<file path="config.mk">
export PLATFORM = sky130hd
export DESIGN_NAME = pad_serial_reader
export DESIGN_NICKNAME = d
export VERILOG_FILES = /design/src/rtl/pad_serial_reader.sv
export SDC_FILE = /design/constraint.sdc
export NUM_CORES = 1
export LEC_CHECK = 0
export BUFFER_PORTS_ARGS = -buffer_cell sky130_fd_sc_hd__buf_4
export CAP_MARGIN = 20
export CORE_MARGIN = 1.5
export CORE_UTILIZATION = 50
export DETAILED_ROUTE_END_ITERATION = 10
export PLACE_DENSITY = 0.77
export SLEW_MARGIN = 20
export SYNTH_ARGS = -nofsm -noshare
export SYNTH_HDL_FRONTEND = slang
export SYNTH_SLANG_ARGS = --single-unit
</file>
<file path="constraint.sdc">
create_clock -name clk -period 2.6 [get_ports clk]
set_clock_uncertainty 0.2 [all_clocks]
set_input_delay 0 -clock clk [delete_from_list [all_inputs] [get_ports clk]]
set_output_delay 0 -clock clk [all_outputs]
set_load 0.03 [all_outputs]
</file>
<file path="src/rtl/pad_serial_reader.sv">
// pad_serial_reader
//   Console-side master for the NES/SNES controller serial protocol. Drives the
//   pad latch and shift clock, samples the pad's serial data line and presents
//   the decoded button state as a registered parallel word.
//
// Ports
//   clk          in   system clock, rising edge
//   reset        in   asynchronous active-low reset
//   poll_en      in   1 = start a frame every POLL_CYCLES clocks
//   pad_data     in   serial data from the pad, active-low, asynchronous
//   pad_latch    out  latch strobe to the pad, active-high
//   pad_clock    out  shift clock to the pad, idles high
//   buttons      out  bit k = 1 when serial bit k read as pressed
//   frame_valid  out  one-cycle pulse when buttons has just been updated
//   frame_err    out  one-cycle pulse on a rejected frame
//   busy         out  high from LATCH entry through DONE
//
// Build option
//   PAD_FRAME_CHECK_EN : with NUM_BITS == 16, a frame whose serial bits 12..15
//   do not all read released is rejected (buttons kept, frame_err pulsed).
//   Undefined: every frame is accepted and frame_err stays 0.

module pad_serial_reader #(
    parameter int NUM_BITS     = 16,
    parameter int LATCH_CYCLES = 144,
    parameter int HALF_CYCLES  = 72,
    parameter int POLL_CYCLES  = 200000
) (
    input  logic                clk,
    input  logic                reset,
    input  logic                poll_en,
    input  logic                pad_data,
    output logic                pad_latch,
    output logic                pad_clock,
    output logic [NUM_BITS-1:0] buttons,
    output logic                frame_valid,
    output logic                frame_err,
    output logic                busy
);

    localparam int PHASE_MAX = (LATCH_CYCLES > HALF_CYCLES) ? LATCH_CYCLES : HALF_CYCLES;
    localparam int TMR_W     = $clog2(PHASE_MAX);
    localparam int POLL_W    = (POLL_CYCLES > 1) ? $clog2(POLL_CYCLES) : 1;
    localparam int IDX_W     = (NUM_BITS > 1) ? $clog2(NUM_BITS) : 1;

    localparam logic [TMR_W-1:0]  LATCH_LOAD = TMR_W'(LATCH_CYCLES - 1);
    localparam logic [TMR_W-1:0]  HALF_LOAD  = TMR_W'(HALF_CYCLES - 1);
    localparam logic [TMR_W-1:0]  TMR_ONE    = TMR_W'(1);
    localparam logic [POLL_W-1:0] POLL_LAST  = POLL_W'(POLL_CYCLES - 1);
    localparam logic [POLL_W-1:0] POLL_ONE   = POLL_W'(1);
    localparam logic [IDX_W-1:0]  IDX_LAST   = IDX_W'(NUM_BITS - 1);
    localparam logic [IDX_W-1:0]  IDX_ONE    = IDX_W'(1);

    typedef enum logic [2:0] {
        ST_IDLE  = 3'd0,
        ST_LATCH = 3'd1,
        ST_GAP   = 3'd2,
        ST_LOW   = 3'd3,
        ST_HIGH  = 3'd4,
        ST_DONE  = 3'd5
    } state_t;

`ifdef PAD_FRAME_CHECK_EN
    localparam int EXT_W = (NUM_BITS > 16) ? NUM_BITS : 16;

    // A 16-bit pad reports its four trailing bits as released (raw 1); anything
    // else means no pad, or an 8-bit pad on a 16-bit port.
    function automatic logic frame_ok_f(input logic [NUM_BITS-1:0] raw);
        logic [EXT_W-1:0] ext;
        ext = EXT_W'(raw);
        if (NUM_BITS == 16) begin
            frame_ok_f = &ext[15:12];
        end else begin
            frame_ok_f = 1'b1;
        end
    endfunction
`endif

    state_t              state_r, state_nxt_s;
    logic [TMR_W-1:0]    tmr_r, tmr_nxt_s;
    logic [IDX_W-1:0]    idx_r, idx_nxt_s;
    logic [POLL_W-1:0]   poll_cnt_r;
    logic                first_r;
    logic                sync1_r, sync2_r;
    logic [NUM_BITS-1:0] shift_r;
    logic                sample_s;
    logic                launch_s;
    logic                start_due_s;
    logic                tmr_zero_s;
    logic                frame_ok_s;

    logic                pad_latch_r, pad_clock_r, busy_r;
    logic                frame_valid_r, frame_err_r;
    logic [NUM_BITS-1:0] buttons_r;

    assign pad_latch   = pad_latch_r;
    assign pad_clock   = pad_clock_r;
    assign busy        = busy_r;
    assign frame_valid = frame_valid_r;
    assign frame_err   = frame_err_r;
    assign buttons     = buttons_r;

    assign tmr_zero_s  = (tmr_r == {TMR_W{1'b0}});
    // A frame is due on the first enabled cycle after reset, or once a full
    // poll period has elapsed.
    assign start_due_s = poll_en && (first_r || (poll_cnt_r == POLL_LAST));

`ifdef PAD_FRAME_CHECK_EN
    assign frame_ok_s = frame_ok_f(shift_r);
`else
    assign frame_ok_s = 1'b1;
`endif

    // Two-flop synchronizer for the asynchronous pad data line.
    always_ff @(posedge clk or negedge reset) begin
        if (!reset) begin
            sync1_r <= 1'b1;
            sync2_r <= 1'b1;
        end else begin
            sync1_r <= pad_data;
            sync2_r <= sync1_r;
        end
    end

    // Poll period counter; keeps running through a frame and saturates so a
    // period shorter than a frame launches the next frame straight from DONE.
    always_ff @(posedge clk or negedge reset) begin
        if (!reset) begin
            poll_cnt_r <= {POLL_W{1'b0}};
            first_r    <= 1'b1;
        end else if (launch_s) begin
            poll_cnt_r <= {POLL_W{1'b0}};
            first_r    <= 1'b0;
        end else if (poll_en && (poll_cnt_r != POLL_LAST)) begin
            poll_cnt_r <= poll_cnt_r + POLL_ONE;
            first_r    <= first_r;
        end else begin
            poll_cnt_r <= poll_cnt_r;
            first_r    <= first_r;
        end
    end

    // Next-state logic: one shared down-counter times every phase.
    always_comb begin
        state_nxt_s = state_r;
        tmr_nxt_s   = tmr_r;
        idx_nxt_s   = idx_r;
        sample_s    = 1'b0;
        launch_s    = 1'b0;
        case (state_r)
            ST_IDLE: begin
                if (start_due_s) begin
                    state_nxt_s = ST_LATCH;
                    tmr_nxt_s   = LATCH_LOAD;
                    launch_s    = 1'b1;
                end else begin
                    state_nxt_s = ST_IDLE;
                end
            end
            ST_LATCH: begin
                if (tmr_zero_s) begin
                    state_nxt_s = ST_GAP;
                    tmr_nxt_s   = HALF_LOAD;
                    idx_nxt_s   = {IDX_W{1'b0}};
                end else begin
                    tmr_nxt_s   = tmr_r - TMR_ONE;
                end
            end
            ST_GAP: begin
                if (tmr_zero_s) begin
                    state_nxt_s = ST_LOW;
                    tmr_nxt_s   = HALF_LOAD;
                    sample_s    = 1'b1;
                end else begin
                    tmr_nxt_s   = tmr_r - TMR_ONE;
                end
            end
            ST_LOW: begin
                if (tmr_zero_s) begin
                    state_nxt_s = ST_HIGH;
                    tmr_nxt_s   = HALF_LOAD;
                end else begin
                    tmr_nxt_s   = tmr_r - TMR_ONE;
                end
            end
            ST_HIGH: begin
                if (tmr_zero_s) begin
                    if (idx_r < IDX_LAST) begin
                        state_nxt_s = ST_LOW;
                        tmr_nxt_s   = HALF_LOAD;
                        idx_nxt_s   = idx_r + IDX_ONE;
                        sample_s    = 1'b1;
                    end else begin
                        state_nxt_s = ST_DONE;
                    end
                end else begin
                    tmr_nxt_s   = tmr_r - TMR_ONE;
                end
            end
            ST_DONE: begin
                if (start_due_s) begin
                    state_nxt_s = ST_LATCH;
                    tmr_nxt_s   = LATCH_LOAD;
                    launch_s    = 1'b1;
                end else begin
                    state_nxt_s = ST_IDLE;
                end
            end
            default: begin
                state_nxt_s = ST_IDLE;
                tmr_nxt_s   = {TMR_W{1'b0}};
                idx_nxt_s   = {IDX_W{1'b0}};
            end
        endcase
    end

    // State, phase timer and bit index registers.
    always_ff @(posedge clk or negedge reset) begin
        if (!reset) begin
            state_r <= ST_IDLE;
            tmr_r   <= {TMR_W{1'b0}};
            idx_r   <= {IDX_W{1'b0}};
        end else begin
            state_r <= state_nxt_s;
            tmr_r   <= tmr_nxt_s;
            idx_r   <= idx_nxt_s;
        end
    end

    // Sample shift register: each sample enters at the top, so after the last
    // sample serial bit k sits at position k.
    always_ff @(posedge clk or negedge reset) begin
        if (!reset) begin
            shift_r <= {NUM_BITS{1'b1}};
        end else if (sample_s) begin
            shift_r <= {sync2_r, shift_r[NUM_BITS-1:1]};
        end else begin
            shift_r <= shift_r;
        end
    end

    // Pin outputs follow the state being entered so they line up with it.
    always_ff @(posedge clk or negedge reset) begin
        if (!reset) begin
            pad_latch_r <= 1'b0;
            pad_clock_r <= 1'b1;
            busy_r      <= 1'b0;
        end else begin
            pad_latch_r <= (state_nxt_s == ST_LATCH);
            pad_clock_r <= (state_nxt_s != ST_LOW);
            busy_r      <= (state_nxt_s != ST_IDLE);
        end
    end

    // Frame result: the whole button word is replaced at once, inverted to
    // active-high.
    always_ff @(posedge clk or negedge reset) begin
        if (!reset) begin
            buttons_r     <= {NUM_BITS{1'b0}};
            frame_valid_r <= 1'b0;
            frame_err_r   <= 1'b0;
        end else if (state_r == ST_DONE) begin
            buttons_r     <= frame_ok_s ? ~shift_r : buttons_r;
            frame_valid_r <= frame_ok_s;
`ifdef PAD_FRAME_CHECK_EN
            frame_err_r   <= ~frame_ok_s;
`else
            frame_err_r   <= 1'b0;
`endif
        end else begin
            buttons_r     <= buttons_r;
            frame_valid_r <= 1'b0;
            frame_err_r   <= 1'b0;
        end
    end

endmodule

</file>
==> metrics.csv <==
stage,metric,value,unit
pwr,p_per_area,605.3,nW/um2
yosys,synth_top_area_share,39.26,%
cells_and_area,fillers,545,
setup_path,critPathRequiredTime,2.68,ns
pwr,pwr-share-seq,53.7,%
cts,cts_tree,built,
setup_path,critPathMaxFanout,16,
sta,fin_crit_sh,92.38,%
sta,fin_setup_tns,0,ns
pwr,power,0.002301,W
cts,cts_buffers,9,
yosys,synth-edff-count,0,
cells_and_area,syn2layout_area_growth,14.68,%
sta,max_slew.worst_pin.slew,0.8601,ns
die,core-area,6386,um2
cells_and_area,final_cell_mix,"52 x dfrtp_1, 40 x nand2_1, 28 x o21ai_0, 28 x buf_4, 25 x nor2_1",
yosys,synth_ff_type,dfrtp_1,
yosys,avgSynthCellArea,10.69,um2
hold_path,hp-class,input port to asynchronous set/reset pin,
die,initial_core_util,51.90,%
cts,ctsRootBufferMaster,clkbuf_8,
pwr,vdd.ir_drop.worst,0.0004364,V
cells_and_area,drive_gt1_share,24.57,%
yosys,ys_async_sr_fraction,100.0,%
detailed_routing,drtAntennaViolNets,0,
yosys,yosysSeqAreaShare,55.12,%
detailed_routing,dr.pass1.iters,4,
detailed_routing,via_per_inst,5.669,
yosys,ys_types,53,
cells_and_area,final_util,59.52,%
global_route,grt_pass1_vias,2347,
yosys,syn_nets,317,
sta,relSlewSlack,42.66,%
global_route,track_usage,19.18,%
pwr,switching_share,26.49,%
place,dp_hpwl,4274,um
yosys,synthCells,310,
pwr,power_frac_comb,7.0,%
cells_and_area,final_common_cell,dfrtp_1,
cts,ctsHtreeMaxLevel,3,
setup_path,worstSetupPathType,flop to flop,
die,die_h,84.42,um
pwr,internal-power,0.001691,W
sta,hold_violations,0,
detailed_routing,wl,6272,um
yosys,synth.largest_area_cell,dfrtp_1,
flow_run,drv_cap,0,
die,die_w,84.42,um
cells_and_area,seqCellArea,1827,um2
sta,fin_crit,2.402,ns
detailed_routing,vias,2398,
sta,max_freq,416.4,MHz
yosys,synth-seq-cells,72,
cts,cts.sinks,72,
cells_and_area,diodes,0,
place,gp_congestion,0.8658,
pwr,leakage,1.740,nW
setup_path,worstSetupStartpointType,flop,
run_status,outcome,"complete, no violations",
sta,slew_violations,0,
cells_and_area,multi_input_comb_area,1410,um2
sta,rsz0062_at_grt,false,
pwr,power_switching,0.0006096,W
setup_path,end_kind,flop,
yosys,yosysWarnings,0,
global_route,grt_pass1_wl,10910,um
setup_path,cp.arrival,2.48,ns
die,die-area,7126,um2
global_route,overflow,0,
die,row_count,29,
cells_and_area,num-nets-final,348,
detailed_routing,drc,0,
cts,clockBufferDepth,2,
cts,clkTransAtPathRegs,0.08,ns
global_route,grt_max_degree,73,
place,io_buffers,23,
detailed_routing,drtIter0Drc,90,
yosys,syn-cell-area,3314,um2
cts,clkLatencyLatePin,0.36,ns
yosys,ys_top_cells_by_area,"dfrtp_1 39%, dfstp_2 16%, mux2_4 4.5%",
sta,setup_viol,0,
die,io_pins,25,
detailed_routing,wire_per_inst,14.83,um
global_route,grt_antenna_before_repair,0,
pwr,clkPwrFrac,39.3,%
-- final timing paths --
kind,from,endpoint,slack [ns],cells after the start
setup / recovery,tmr_r[0],shift_r[15],0.20,6
hold / removal,reset,tmr_r[7],0.08,2
setup reg to reg,tmr_r[0],shift_r[15],0.20,6
hold reg to reg,sync1_r,sync2_r,0.16,0
max in group asynchronous,reset,buttons[1],1.55,2
min in group clk,pad_data,sync1_r,0.09,2
-- flip-flops by register name, summed over array words and instances, names as in the netlist --
register     count
poll_cnt_r      18
sync2_r          1
busy             1
first_r          1
shift_r         16
buttons         16
pad_clock        1
pad_latch        1
frame_valid      1
sync1_r          1
state_r          3
tmr_r            8
idx_r            4
-- logic make-up after synthesis --
group | synth area share (%)
flops | 55.12
simple gates | 17.93
compound gates | 12.12
mux | 7.172
xor+xnor | 3.964
buf+inv | 2.454
other cells | 0.1131
fa+ha+maj | 1.133
-- final cells by class --
cell class	count	area share, %
Clock buffer	9	3.259
Clock inverter	7	2.041
Inverter	7	0.6912
Multi-Input combinational cell	220	37.10
Sequential cell	72	48.06
Tap cell	77	2.535
Timing Repair Buffer	31	6.320
-- power by group through the flow --
stage / logic, W / clock network, W / registers, W
2_1_floorplan: 0.000114 / 0 / 0.00124
3_3_place_gp: 0.000152 / 0 / 0.00125
3_5_place_dp: 0.000159 / 0 / 0.00125
4_1_cts: 0.000164 / 0.000920 / 0.00123
5_1_grt: 0.000186 / 0.000963 / 0.00124
6_report: 0.000162 / 0.000904 / 0.00124
-- metrics by stage --
stage / hold WS (ns) / setup slack (ns) / instances / area (um2)
floorplan: -0.4956 / 0.2922 / 310 / 3314
global placement: -0.09082 / 0.2053 / 404 / 3566
detailed placement: -0.08974 / 0.1320 / 404 / 3566
CTS: 0.07970 / 0.09723 / 423 / 3797
global route: 0.09307 / 0.04323 / 423 / 3801
finish: 0.08464 / 0.1982 / 423 / 3801
-- critical path, cell delays in order, from the launching register on --
cell and delay (ns):
dfrtp_1 0.41, inv_1 0.09, ha_1 0.22, or4b_4 0.53, nor3_4 0.30, nand2_4 0.23
mux2_4 0.35
-- Yosys cell counts, drive strengths merged (2+ instances only) --
| cell | count |
|---|---|
| a21oi | 11 |
| a32o | 3 |
| and2 | 2 |
| and3 | 9 |
| buf | 4 |
| clkbuf | 7 |
| dfrtp | 52 |
| dfstp | 20 |
| ha | 3 |
| inv | 7 |
| mux2 | 16 |
| mux2i | 2 |
| nand2 | 41 |
| nand3 | 9 |
| nand4 | 6 |
| nor2 | 26 |
| nor3 | 11 |
| nor4b | 3 |
| o211ai | 3 |
| o21ai | 28 |
| o22a | 2 |
| o22ai | 4 |
| or3 | 4 |
| xnor2 | 3 |
| xor2 | 12 |
-- per-layer routing --
| layer | track usage (%) | routed length [um] | up-vias |
|---|---|---|---|
| met3 | 3.245 | 182 | 18 |
| met1 | 25.97 | 2980 | 1179 |
| li1 | - | - | 1167 |
| met5 | 0 | 0 | - |
| met4 | 9.677 | 140 | 0 |
| met2 | 30.04 | 2968 | 34 |
-- timing repair --
item / 4_1_cts / 5_1_grt
setup endpoints to repair: 0 / 1
setup buffers: 0 / 0
hold endpoints to repair: 59 / 0
hold buffers: 3 / 0
gates resized for setup: 0 / 1
Note: power is estimated with default switching activity, not from simulation.
